`src/rtl/serial_prod_collector.sv`:
```
// Deserializes an LSB-first bit-serial product into parallel words, aligned to a
// frame start pulse, and buffers completed words in a 2-entry valid/ready FIFO.
module serial_prod_collector #(
  parameter int PROD_W = 8,
  parameter int LAT    = 1
) (
  input  logic              clk,
  input  logic              rst_n,
  input  logic              start,
  input  logic              ser_in,
  input  logic              out_ready,
  output logic [PROD_W-1:0] out_data,
  output logic              out_valid,
  output logic              busy,
  output logic              overflow,
  output logic              frame_err
);

  // state | meaning
  // IDLE  | waiting for start
  // ALIGN | burning LAT-1 edges of multiplier latency
  // SHIFT | sampling product bits 0..PROD_W-1
  typedef enum logic [1:0] {IDLE, ALIGN, SHIFT} state_t;

  localparam int CW = (PROD_W > 1) ? $clog2(PROD_W) : 1;

  state_t            state;
  logic [CW-1:0]     cnt;
  logic [1:0]        align_cnt;
  logic [PROD_W-1:0] sreg;
  logic [PROD_W-1:0] word;
  logic [PROD_W-1:0] tail;
  logic [1:0]        count;
  logic              last;
  logic              push;
  logic              pop;

  // Completed word includes the bit being sampled on the final edge
  always_comb begin
    word      = sreg;
    word[cnt] = ser_in;
  end

  assign last      = (state == SHIFT) && (cnt == CW'(PROD_W - 1));
  assign push      = last;
  assign pop       = out_valid && out_ready;
  assign busy      = (state != IDLE);
  assign out_valid = (count != 2'd0);

  always_ff @(posedge clk or negedge rst_n) begin
    if (!rst_n) begin
      state     <= IDLE;
      cnt       <= '0;
      align_cnt <= '0;
      sreg      <= '0;
      frame_err <= 1'b0;
    end else begin
      case (state)
        IDLE: begin
          if (start) begin
            cnt <= '0;
            if (LAT == 1) begin
              state <= SHIFT;
            end else begin
              state     <= ALIGN;
              align_cnt <= 2'(LAT - 2);
            end
          end
        end
        ALIGN: begin
          if (start) frame_err <= 1'b1;
          if (align_cnt == 2'd0) state <= SHIFT;
          else align_cnt <= align_cnt - 2'd1;
        end
        SHIFT: begin
          sreg[cnt] <= ser_in;
          if (last) begin
            cnt <= '0;
            // A start on the final-bit edge opens the next frame with no gap
            if (!start) begin
              state <= IDLE;
            end else if (LAT == 1) begin
              state <= SHIFT;
            end else begin
              state     <= ALIGN;
              align_cnt <= 2'(LAT - 2);
            end
          end else begin
            cnt <= cnt + 1'b1;
            if (start) frame_err <= 1'b1;
          end
        end
        default: state <= IDLE;
      endcase
    end
  end

  // out_data is the head register; tail holds the second entry when full
  always_ff @(posedge clk or negedge rst_n) begin
    if (!rst_n) begin
      out_data <= '0;
      tail     <= '0;
      count    <= 2'd0;
      overflow <= 1'b0;
    end else begin
      case (count)
        2'd0: begin
          if (push) begin
            out_data <= word;
            count    <= 2'd1;
          end
        end
        2'd1: begin
          if (push && pop) begin
            out_data <= word;
          end else if (push) begin
            tail  <= word;
            count <= 2'd2;
          end else if (pop) begin
            count <= 2'd0;
          end
        end
        default: begin
          if (pop) begin
            out_data <= tail;
            if (push) tail <= word;
            else count <= 2'd1;
          end else if (push) begin
            overflow <= 1'b1;
          end
        end
      endcase
    end
  end

endmodule
```
`config.mk`:
```
export PLATFORM = sky130hd
export DESIGN_NAME = serial_prod_collector
export DESIGN_NICKNAME = d
export VERILOG_FILES = /design/src/rtl/serial_prod_collector.sv
export SDC_FILE = /design/constraint.sdc
export NUM_CORES = 1
export LEC_CHECK = 0
export BUFFER_PORTS_ARGS = -buffer_cell sky130_fd_sc_hd__buf_2
export CORE_MARGIN = 1
export CORE_UTILIZATION = 40
export CTS_CLUSTER_DIAMETER = 100
export DETAILED_ROUTE_END_ITERATION = 8
export PLACE_DENSITY = 0.66
export SLEW_MARGIN = 20
export SYNTH_ARGS = -nofsm -noshare
export SYNTH_HDL_FRONTEND = slang
export SYNTH_SLANG_ARGS = --single-unit
```
`constraint.sdc`:
```
create_clock -name clk -period 1.6 [get_ports clk]
set_input_delay 0.16 -clock clk [delete_from_list [all_inputs] [get_ports clk]]
set_output_delay 0.16 -clock clk [all_outputs]
set_load 0.01 [all_outputs]
```
Word level (Yosys, flattened, before mapping):

Cells that the tools add are included.

* word-level logic and storage cells: 81
* bits in registers: 35
* output and inout bits: 12

* add/subtract/negate cells: 2
* bitwise gates (word level): 4
* magnitude comparators: 2
* reductions and logical operators: 22
* muxes and demuxes: 29
* equal/unequal tests: 13

Operators with widths (count)
* 8-bit two-way mux: 6
* 8-bit one-hot mux with 2 select lines: 2
* 2-bit two-way mux: 10
* 2-bit inequality test (second input constant): 7
* 3-bit AND reduction: 4
* 2-bit nonzero test: 5
* 8-bit bitwise mux: 1
* 2-bit zero test: 3
* 3-bit two-way mux: 2
* 2-bit one-hot mux with 3 select lines: 1
* 3-bit one-hot mux with 2 select lines: 1
* 2-bit AND reduction: 3
* 5-bit AND reduction: 1
* 2-bit by 1-bit equality test with 1-bit output (second input constant): 2
* 1-bit logical AND: 4
* 3-bit by 4-bit < comparator with 1-bit output (second input constant): 1
* 1-bit NOT: 4
* 2-bit one-hot mux with 2 select lines: 1
* 3-bit by 1-bit adder with 3-bit output (second input constant): 1
* 1-bit demux with 3-bit select: 1
* 3-bit equality test (second input constant): 1
* 3-bit by 1-bit greater-or-equal comparator with 1-bit output (second input constant): 1
* 1-bit two-way mux: 3
* 3-bit by 1-bit inequality test with 1-bit output (second input constant): 1
* other kinds (6): 6

Longest topological paths before layout:

Gate-level depths: netlist of run 1.

* depth after elaboration: 8
* mapped depth: 6
* depth with buffers taken out: 5

Worst setup path after synthesis of run 1:

Ideal clock, no wire load.

* kind: reg2reg
* start: register cnt[0]
* end: register out_data[1]
* arrival: 1434 ps
* library setup time: 87 ps
* data required time: 1513 ps
* stages on the path, launching flop included: 7
* path slack: 80 ps
* cell sequence: dfrtp_1 > ha_1 > ha_1 > nand2_2 > or3_1 > buf_2 > o211ai_1

* word-level cells in the longest chain between the ends: 7
* elaborated cells on any way between the ends: 15
* those cells by class: order compare (2); eq/ne (3); mux (6); reduce/logical (4)

RTL lines
* start: declaration: line 28 `logic [CW-1:0] cnt;`
* start signal: assignment: line 89 `cnt <= cnt + 1'b1;`
* 3-bit by 4-bit < comparator with 1-bit output (implied by the code) or 3-bit by 1-bit greater-or-equal comparator with 1-bit output (tied branches): line 41 `word[cnt] = ser_in;`
* 1-bit logical AND (implied by the code): line 41
* 1-bit two-way mux (implied by the code): line 41
* 1-bit demux with 3-bit select: line 41
* 8-bit bitwise mux: line 41
* 8-bit two-way mux (on tied branches): line 114, 108
* 8-bit one-hot mux with 2 select lines: line 106 `case (count)`
* end signal: assignment: line 109 `out_data <= word;`
* end signal: assignment: line 115 `out_data <= word;`
* end signal: assignment: line 125 `out_data <= tail;`
* end: declaration: line 12 `output logic [PROD_W-1:0] out_data,`

Parallel ways exist; a longest one is shown, timed or not. The select of a mux whose other input is x is not followed.
A chain may end at the register's enable or synchronous reset.

Final worst setup path of run 1:

* start: register cnt[0]
* end: register out_data[7]

Same word-level chain as after synthesis.

==> results.py, run 1 <==
metrics = {
    "run_status": {
        "status": "completed",
    },
    "routing": {
        "routed_wl_mm": 3.19,
        "wl_per_cell_um": 14.6,
        "via_per_inst": 5.20,
        "firstDrtPassIters": 4,
        "ant_nets": 0,
        "drt-initial-drc-count": 14,
        "via_count": 1139,
        "post-route-drc-count": 0,
    },
    "synthesis": {
        "synthMuxAreaShare_pct": 10.4,
        "ys_warn_count": 0,
        "synthAdderAreaFrac_pct": 1.63,
        "synth.distinct_cells": 29,
        "synth-simple-area-share_pct": 14.8,
        "ys_ff_latch": 32,
        "synthXorXnorAreaFrac_pct": 0,
        "synth_nets": 151,
        "synth-compound-area-share_pct": 16.7,
        "syn_inst": 144,
        "avgSynthCellArea_um2": 10.7,
        "synth_top_family_by_area": "compound AO/OA/AOI/OAI gates",
        "synth_area_um2": 1540,
        "yosysSeqAreaShare_pct": 52.2,
    },
    "placed_design": {
        "dp.cells": 209,
        "io_buffers": 16,
        "dp_hpwl_mm": 2.20,
        "globalplace.congestion": 0.770,
        "pre_cts_ws_ps": 7.37,
    },
    "timing": {
        "worst_pin_slew_ps": 699,
        "rsz0062_at_grt": "no",
        "max_slew_margin_pct": 53.4,
        "finalSetupViolCount": 0,
        "max_freq_mhz": 658,
        "report.final.slew_viol_count": 0,
        "finalClockSkew_ps": 5.40,
        "hold_viol": 0,
        "fin_hold_ws_ps": 133,
        "fin_crit_ps": 1520,
        "timing.final.crit_share_pct": 94.9,
        "fin_setup_tns_ps": 0,
        "fin_ws_ps": 81.1,
    },
    "power_and_ir_drop": {
        "ir_drop_mv": 0.807,
        "p_sw_uw": 1290,
        "power_leakage_uw": 0.000846,
        "combPwrFrac_pct": 40.9,
        "pwr_density_cell_nw_per_um2": 1960,
        "seqPwrFrac_pct": 36.2,
        "swShare_pct": 35.2,
        "clockPowerShare_pct": 22.9,
        "p_int_uw": 2380,
    },
    "final_layout": {
        "instances_no_fill": 219,
        "postLayoutCoreUtil_pct": 51.2,
        "antenna_cells": 0,
        "nNetsFinal": 177,
        "layout-drive-gt1-share_pct": 27.5,
        "final-seq-area_um2": 801,
        "area_growth_pct": 22.2,
        "nFillCells": 350,
        "multi_input_comb_area_um2": 673,
    },
    "clocking": {
        "insertion_delay_ps": 290,
        "h-tree-depth": 2,
        "clockRootBuffer": "clkbuf_8",
        "cts.reportedPaths.clkPinSlew_ps": 60,
        "clk_path_buf_depth": 2,
        "cts_made_buffers": 5,
        "clock_sinks": 32,
        "tritoncts": "done",
    },
    "worst_setup_path": {
        "arrival_ps": 1730,
        "cp_max_fo": 8,
        "worst-setup-path-type": "reg -> reg",
        "start_kind": "register",
        "reg2reg_slack_ps": 80,
        "rr_worst_depth": 7,
        "slowest_delay_ps": 390,
        "critPathCaptureType": "register",
        "crit_path_top_delay_cell": "dfrtp_1",
        "worstReg2RegStart": "cnt[0]",
        "r2r-end": "out_data[7]",
        "path_cells": "ha_1, ha_1, buf_4, a21oi_1, buf_4, o21ai_0, o211ai_2",
        "required_ps": 1810,
    },
    "job": {
        "maxCapViolCount": 0,
    },
    "global_routing": {
        "track_usage_pct": 18.6,
        "grt_pass1_wl_mm": 5.62,
        "top_usage_layer": "met2",
        "grt_pass1_vias": 1241,
        "grt_max_degree": 33,
        "grtUsageMet2_pct": 30.3,
        "grtUsageMet3_pct": 4.11,
        "overflow": 0,
        "gr-usage-met1_pct": 21.1,
        "antenna_found_initial": 0,
    },
    "min_path": {
        "hp-class": "in -> reg",
        "hold_path.startpoint": "start",
        "whs_path_depth": 2,
        "whs_endpoint": "state[1]",
    },
    "floorplan": {
        "die_h_um": 64.0,
        "rows": 22,
        "die-area_um2": 4090,
        "fp.coreArea_um2": 3660,
        "pin_count": 17,
        "die_x_um": 64.0,
        "start_util_pct": 41.9,
    },
}
-- cells by family (layout without fill, tap and decap cells) --
family,after synthesis,count (layout)
mux,16,16
compound gates,35,35
fa+ha+maj,2,2
buf+inv,17,44
flops,32,32
simple gates,42,42
-- cell usage after synthesis (all sizes together) --
library cell	instances	area, um2
or3b	1	11.3
nand3	9	45.0
or3	1	6.26
nand3b	3	22.5
clkbuf	7	26.3
o21ba	1	10.0
nor3	1	5.00
nor2b	1	6.26
nand2b	5	31.3
nand2	6	25.0
or2b	1	7.51
mux2i	16	160
dfrtp	32	801
a21oi	11	66.3
a21o	2	15.0
a31oi	1	6.26
ha	2	25.0
o211ai	8	95.1
o21ai	11	55.1
buf	2	10.0
nor2	10	37.5
or2	1	6.26
inv	8	30.0
nor3b	3	22.5
a22o	1	8.76
-- layout make-up --
cell class	instances	area share, %
Sequential cell	32	42.7
Multi-Input combinational cell	95	35.9
Timing Repair Buffer	28	9.87
Clock buffer	7	5.14
Tap cell	48	3.20
Clock inverter	1	1.60
Inverter	8	1.60
-- power groups by stage --
stage	clock network [uW]	logic, uW	registers, uW
6_report	841	1500	1330
5_1_grt	885	1670	1380
4_1_cts	861	1510	1330
3_5_place_dp	0	1500	1340
3_3_place_gp	0	1420	1320
2_1_floorplan	0	944	1370
-- worst max-delay path: cells and delay by family, from the launching register on --
kind	cells	cell delay, ps
AO/OA/AOI/OAI	3	330
adder cells (fa/ha/maj)	2	400
buffers and inverters	2	320
flip-flops	1	390
-- through the flow --
stage / total power (uW) / area (um2)
2_1_floorplan: 2310 / 1540
3_3_place_gp: 2750 / 1710
3_5_place_dp: 2840 / 1710
4_1_cts: 3700 / 1860
5_1_grt: 3930 / 1880
6_report: 3670 / 1880
-- routing by layer --
layer / vias to the layer above / wire, um
li1: 548 / -
met3: 11 / 78
met4: 0 / 128
met5: - / 0
met1: 563 / 1330
met2: 17 / 1650
-- registers in the layout (all words and copies together), names as in the netlist --
signal and flops:
out_data 8, sreg 8, tail 8, cnt 3
count 2, frame_err 1, overflow 1, state 1
-- worst max-delay path by stage --
| stage | start | end | cells after the start |
|---|---|---|---|
| after CTS | cnt[0] | tail[2] | 6 |
| after global placement | cnt[0] | out_data[1] | 5 |
| after global routing | cnt[0] | out_data[7] | 7 |
| final | cnt[0] | out_data[7] | 7 |
| after floorplan | cnt[0] | out_data[1] | 6 |
| after detailed placement | cnt[0] | out_data[1] | 5 |
-- timing repair --
action | CTS | global route
hold buffers | 1 | 0
buffers inserted | 0 | 1
hold endpoints to repair | 32 | 0
pin swaps | 0 | 1
gates resized for setup | 1 | 4
endpoints found under the setup margin | 4 | 12
-- layout by cell type (no fill, tap or decap), types with 2 or more instances in the layout --
cell,netlist,routed
nand3b_1,3,3
a21o_1,2,2
nand2b_1,5,5
inv_1,8,8
dfrtp_1,32,32
nand3_1,9,9
clkbuf_8,0,7
o21ai_0,8,4
ha_1,2,2
nor3b_1,3,3
buf_4,0,10
a21oi_1,10,10
nand2_1,5,5
o21ai_1,3,7
buf_2,2,16
o211ai_2,7,7
mux2i_1,16,16
nor2_1,10,10
No activity file was read; power rests on OpenSTA's default activity.
==> run 2, diff against run 1 <==
--- a/config.mk
+++ b/config.mk
@@ -10,7 +10,6 @@
 export CORE_UTILIZATION = 40
 export CTS_CLUSTER_DIAMETER = 100
 export DETAILED_ROUTE_END_ITERATION = 8
-export PLACE_DENSITY = 0.66
 export SLEW_MARGIN = 20
 export SYNTH_ARGS = -nofsm -noshare
 export SYNTH_HDL_FRONTEND = slang
==> run 2 against run 1 <==
Net effect:
- via count fell by 0.88%
- die area did not move
- highest routed layer unchanged
- final area fell by 1.5%
- largest cell class unchanged
- critical path depth did not move
- sequential share of layout area rose by 0.64 points
==> results.py, run 2 (synthesized netlist as in run 1, its figures left out) <==
metrics = {
    "run_status": {
        "status": "completed",
    },
    "timing": {
        "hold_viol": 0,
        "max_freq_mhz": 673,
        "report.final.slew_viol_count": 0,
        "fin_crit_ps": 1490,
        "timing.final.crit_share_pct": 92.9,
        "fin_hold_ws_ps": 133,
        "fin_setup_tns_ps": 0,
        "finalClockSkew_ps": 5.40,
        "max_slew_margin_pct": 54.1,
        "worst_pin_slew_ps": 689,
        "finalSetupViolCount": 0,
        "rsz0062_at_grt": "yes",
    },
    "placed_design": {
        "globalplace.congestion": 0.772,
        "io_buffers": 16,
        "dp_hpwl_mm": 2.16,
        "place_area_um2": 1740,
    },
    "clocking": {
        "h-tree-depth": 2,
        "tritoncts": "done",
        "insertion_delay_ps": 280,
        "cts.reportedPaths.clkPinSlew_ps": 60,
        "clk_path_buf_depth": 2,
        "cts_made_buffers": 5,
        "clockRootBuffer": "clkbuf_8",
        "clock_sinks": 32,
    },
    "global_routing": {
        "overflow": 0,
        "grt_max_degree": 33,
        "antenna_found_initial": 0,
        "grt_pass1_wl_mm": 5.51,
        "track_usage_pct": 18.4,
        "grt_pass1_vias": 1129,
    },
    "worst_setup_path": {
        "critPathCaptureType": "register",
        "cp_max_fo": 8,
        "crit_path_start": "cnt[0]",
        "arrival_ps": 1690,
        "required_ps": 1800,
        "worst-setup-path-type": "reg -> reg",
        "start_kind": "register",
        "worstReg2RegStart": "cnt[0]",
    },
    "floorplan": {
        "die_h_um": 64.0,
        "die-area_um2": 4090,
        "pin_count": 17,
        "rows": 22,
        "die_x_um": 64.0,
        "start_util_pct": 41.9,
        "fp.coreArea_um2": 3660,
    },
    "routing": {
        "via_per_inst": 5.16,
        "dr_wl_met3_um": 156,
        "routed_wl_mm": 3.15,
        "firstDrtPassIters": 4,
        "top_layer_used": "met4",
        "post-route-drc-count": 0,
        "ant_nets": 0,
        "wl_per_cell_um": 14.4,
        "via_count": 1129,
        "drt-initial-drc-count": 42,
        "m1WireLength_mm": 1.44,
        "dr_wl_met2_mm": 1.46,
    },
    "final_layout": {
        "nNetsFinal": 180,
        "area_growth_pct": 20.4,
        "antenna_cells": 0,
        "postLayoutCoreUtil_pct": 50.5,
        "mostFrequentLayoutCells": "32 x dfrtp_1, 16 x buf_2, 15 x mux2i_1, 13 x buf_4, 10 x nor2_1",
        "final_area_um2": 1850,
        "layout-drive-gt1-share_pct": 28.7,
        "final_common_cell": "dfrtp_1",
        "top_regs": "out_data (8), sreg (8), tail (8)",
    },
    "job": {
        "maxCapViolCount": 0,
    },
    "power_and_ir_drop": {
        "ir_drop_mv": 0.871,
        "power_leakage_uw": 0.000835,
        "pwr_density_cell_nw_per_um2": 1850,
    },
    "min_path": {
        "hp-class": "in -> reg",
        "hold_path.startpoint": "start",
    },
}
run 2: power by group:
group / switching [uW] / internal (uW)
sequential: 183 / 1150
clock: 271 / 280
combinational: 822 / 711
run 2: worst paths after layout:
check / endpoint / slack [ps] / depth (start not counted)
max in group asynchronous: tail[6] / 700 / 2
min in group asynchronous: overflow / 450 / 2
hold / removal: frame_err / 130 / 2
hold reg to reg: frame_err / 450 / 1
setup reg to reg: out_data[0] / 110 / 7
setup / recovery: out_data[0] / 110 / 7
run 2: critical path, stage by stage, from the launching register on:
cell,delay (ps)
dfrtp_1,380
ha_1,200
ha_1,200
buf_4,150
a21oi_2,120
buf_4,160
o21ai_0,110
o211ai_2,80
run 2: layout make-up:
class	count	area, um2
repair buffers	31	208
fillers	342	1810
well taps	48	60.1
flip-flops and latches	32	801
multi-input cells	95	681
clock buffers	5	68.8
inverters	8	30.0
run 2: repair_timing:
action | 4_1_cts | 5_1_grt
resized for setup | 1 | 7
endpoints found under the hold margin | 32 | 0
hold buffers | 1 | 0
setup buffers | 0 | 1
setup endpoints to repair | 2 | 16
cloned | 0 | 0
run 2: through the flow:
stage,cells,setup WS [ps],total power (uW)
after floorplan,144,79.8,2310
final,219,114,3420
after global routing,219,-9.29,3690
after CTS,218,21.3,3430
after global placement,212,43.4,2780
after detailed placement,212,0.910,2850
run 2: per-layer routing:
metal  vias up  track usage, %
li1        554               -
met1       545            23.4
met2        22            27.3
met3         8            6.61
met4         0            9.66
met5         -               0
==> run 3, diff against run 2 <==
--- a/config.mk
+++ b/config.mk
@@ -10,6 +10,7 @@
 export CORE_UTILIZATION = 40
 export CTS_CLUSTER_DIAMETER = 100
 export DETAILED_ROUTE_END_ITERATION = 8
+export GPL_TIMING_DRIVEN = 0
 export SLEW_MARGIN = 20
 export SYNTH_ARGS = -nofsm -noshare
 export SYNTH_HDL_FRONTEND = slang
==> run 3 against run 2 <==
Net effect:
- sequential power grew 4%
- final area increased by 1.9%
- wire length increased by 6.9%
- critical path depth is 1 lower
- cell count is the same
- largest power group unchanged
- non-clock buffer count shrank 3
- first-iteration DRC count is 26% higher
- global-route usage up 0.54 points
- worst hold slack lost 2.5 ps
- total power rose by 3.7%
- critical endpoint unchanged
- clock skew is 1.6 ps higher
- utilization up 0.96 points
==> results.py, run 3 (synthesized netlist as in run 1, its figures left out) <==
metrics = {
    "worst_setup_path": {
        "crit_path_start": "cnt[1]",
        "start_kind": "register",
        "required_ps": 1800,
        "worstReg2RegStart": "cnt[1]",
        "r2r-end": "out_data[0]",
        "cp_max_fo": 8,
        "rr_worst_depth": 6,
        "critPathCapture": "out_data[0]",
        "critPathCaptureType": "register",
        "worst-setup-path-type": "reg -> reg",
        "reg2reg_slack_ps": 70,
        "arrival_ps": 1730,
    },
    "routing": {
        "routed_wl_mm": 3.37,
        "drt-initial-drc-count": 53,
        "via_per_inst": 5.35,
        "via_count": 1171,
        "wl_per_cell_um": 15.4,
        "ant_nets": 0,
        "post-route-drc-count": 0,
        "firstDrtPassIters": 4,
    },
    "clocking": {
        "clock_sinks": 32,
        "h-tree-depth": 2,
        "cts_made_buffers": 5,
        "clockRootBuffer": "clkbuf_8",
        "insertion_delay_ps": 280,
        "tritoncts": "done",
        "cts.reportedPaths.clkPinSlew_ps": 60,
        "clk_path_buf_depth": 2,
    },
    "timing": {
        "fin_hold_ws_ps": 130,
        "worst_pin_slew_ps": 707,
        "finalClockSkew_ps": 7.00,
        "max_slew_margin_pct": 52.9,
        "hold_viol": 0,
        "max_freq_mhz": 655,
        "finalSetupViolCount": 0,
        "timing.final.crit_share_pct": 95.4,
        "report.final.slew_viol_count": 0,
        "fin_crit_ps": 1530,
    },
    "floorplan": {
        "die_h_um": 64.0,
        "rows": 22,
        "pin_count": 17,
        "die_x_um": 64.0,
        "die-area_um2": 4090,
        "start_util_pct": 41.9,
        "fp.coreArea_um2": 3660,
    },
    "final_layout": {
        "final_area_um2": 1880,
        "final_common_cell": "dfrtp_1",
        "top_regs": "out_data (8), sreg (8), tail (8)",
        "nNetsFinal": 177,
        "instances_no_fill": 219,
        "area_growth_pct": 22.7,
        "antenna_cells": 0,
        "layout-drive-gt1-share_pct": 27.5,
        "mostFrequentLayoutCells": "31 x dfrtp_1, 16 x buf_2, 14 x mux2i_1, 10 x nor2_1",
    },
    "placed_design": {
        "place_area_um2": 1670,
        "dp_hpwl_mm": 2.20,
        "dp.cells": 207,
        "globalplace.congestion": 0.725,
        "io_buffers": 15,
    },
    "min_path": {
        "hp-class": "in -> reg",
        "whs_path_depth": 2,
    },
    "global_routing": {
        "grt_pass1_vias": 1138,
        "track_usage_pct": 18.9,
        "grtUsageMet2_pct": 27.9,
        "overflow": 0,
        "grt_max_degree": 33,
        "gr-usage-met1_pct": 25.7,
        "top_usage_layer": "met2",
        "antenna_found_initial": 0,
        "grtUsageMet3_pct": 6.61,
        "grt_pass1_wl_mm": 5.69,
    },
    "job": {
        "maxCapViolCount": 0,
    },
    "power_and_ir_drop": {
        "ir_drop_mv": 0.949,
        "pwr_density_cell_nw_per_um2": 1880,
        "power_leakage_uw": 0.000818,
        "total_power_uw": 3540,
    },
    "run_status": {
        "status": "completed",
    },
}
## run 3: final cells by class
cell class | count | area (um2)
multi-input combinational | 95 | 733
timing repair buffer | 19 | 120
buffer | 9 | 47.5
inverter | 8 | 30.0
clock buffer | 8 | 90.1
tap | 48 | 60.1
fill | 326 | 1780
sequential | 32 | 802
## run 3: what timing repair did
| action | in CTS | in global routing |
|---|---|---|
| gates resized for setup | 7 | 14 |
| endpoints found under the hold margin | 32 | 0 |
| hold buffers | 1 | 0 |
| buffers inserted | 1 | 2 |
| setup endpoints to repair | 13 | 16 |
| pin swaps | 2 | 1 |
## run 3: worst min-delay path by stage
stage,slack [ps],start,to
4_1_cts,130,start,state[1]
2_1_floorplan,-140,rst_n,cnt[0]
5_1_grt,130,start,state[1]
6_report,130,start,state[1]
3_5_place_dp,260,rst_n,count[1]
3_3_place_gp,240,rst_n,count[1]
## run 3: per-stage QoR
stage	util [%]	TNS [ps]	worst slack, ps
detailed placement	45.6	-1040	-207
global route	51.4	-26.3	-14.6
CTS	49.6	0	9.95
global placement	45.6	-885	-117
floorplan	-	0	79.8
finish	51.4	0	73.8
## run 3: routing by layer
layer | vias up | part of all wire [%]
li1 | 550 | -
met1 | 599 | 47
met2 | 16 | 48
met3 | 6 | 3.4
met4 | 0 | 1.4
met5 | - | 0
## run 3: report_power, final
group | total, uW | internal, uW | switching [uW]
registers | 1380 | 1150 | 226
logic | 1530 | 709 | 822
clock network | 636 | 350 | 286
## run 3: critical path: stages, from the launching register on
cell and delay, ps:
dfrtp_1 390, ha_4 150, ha_4 150, nand2_4 80, or3_4 340, buf_6 160, o211ai_2 160
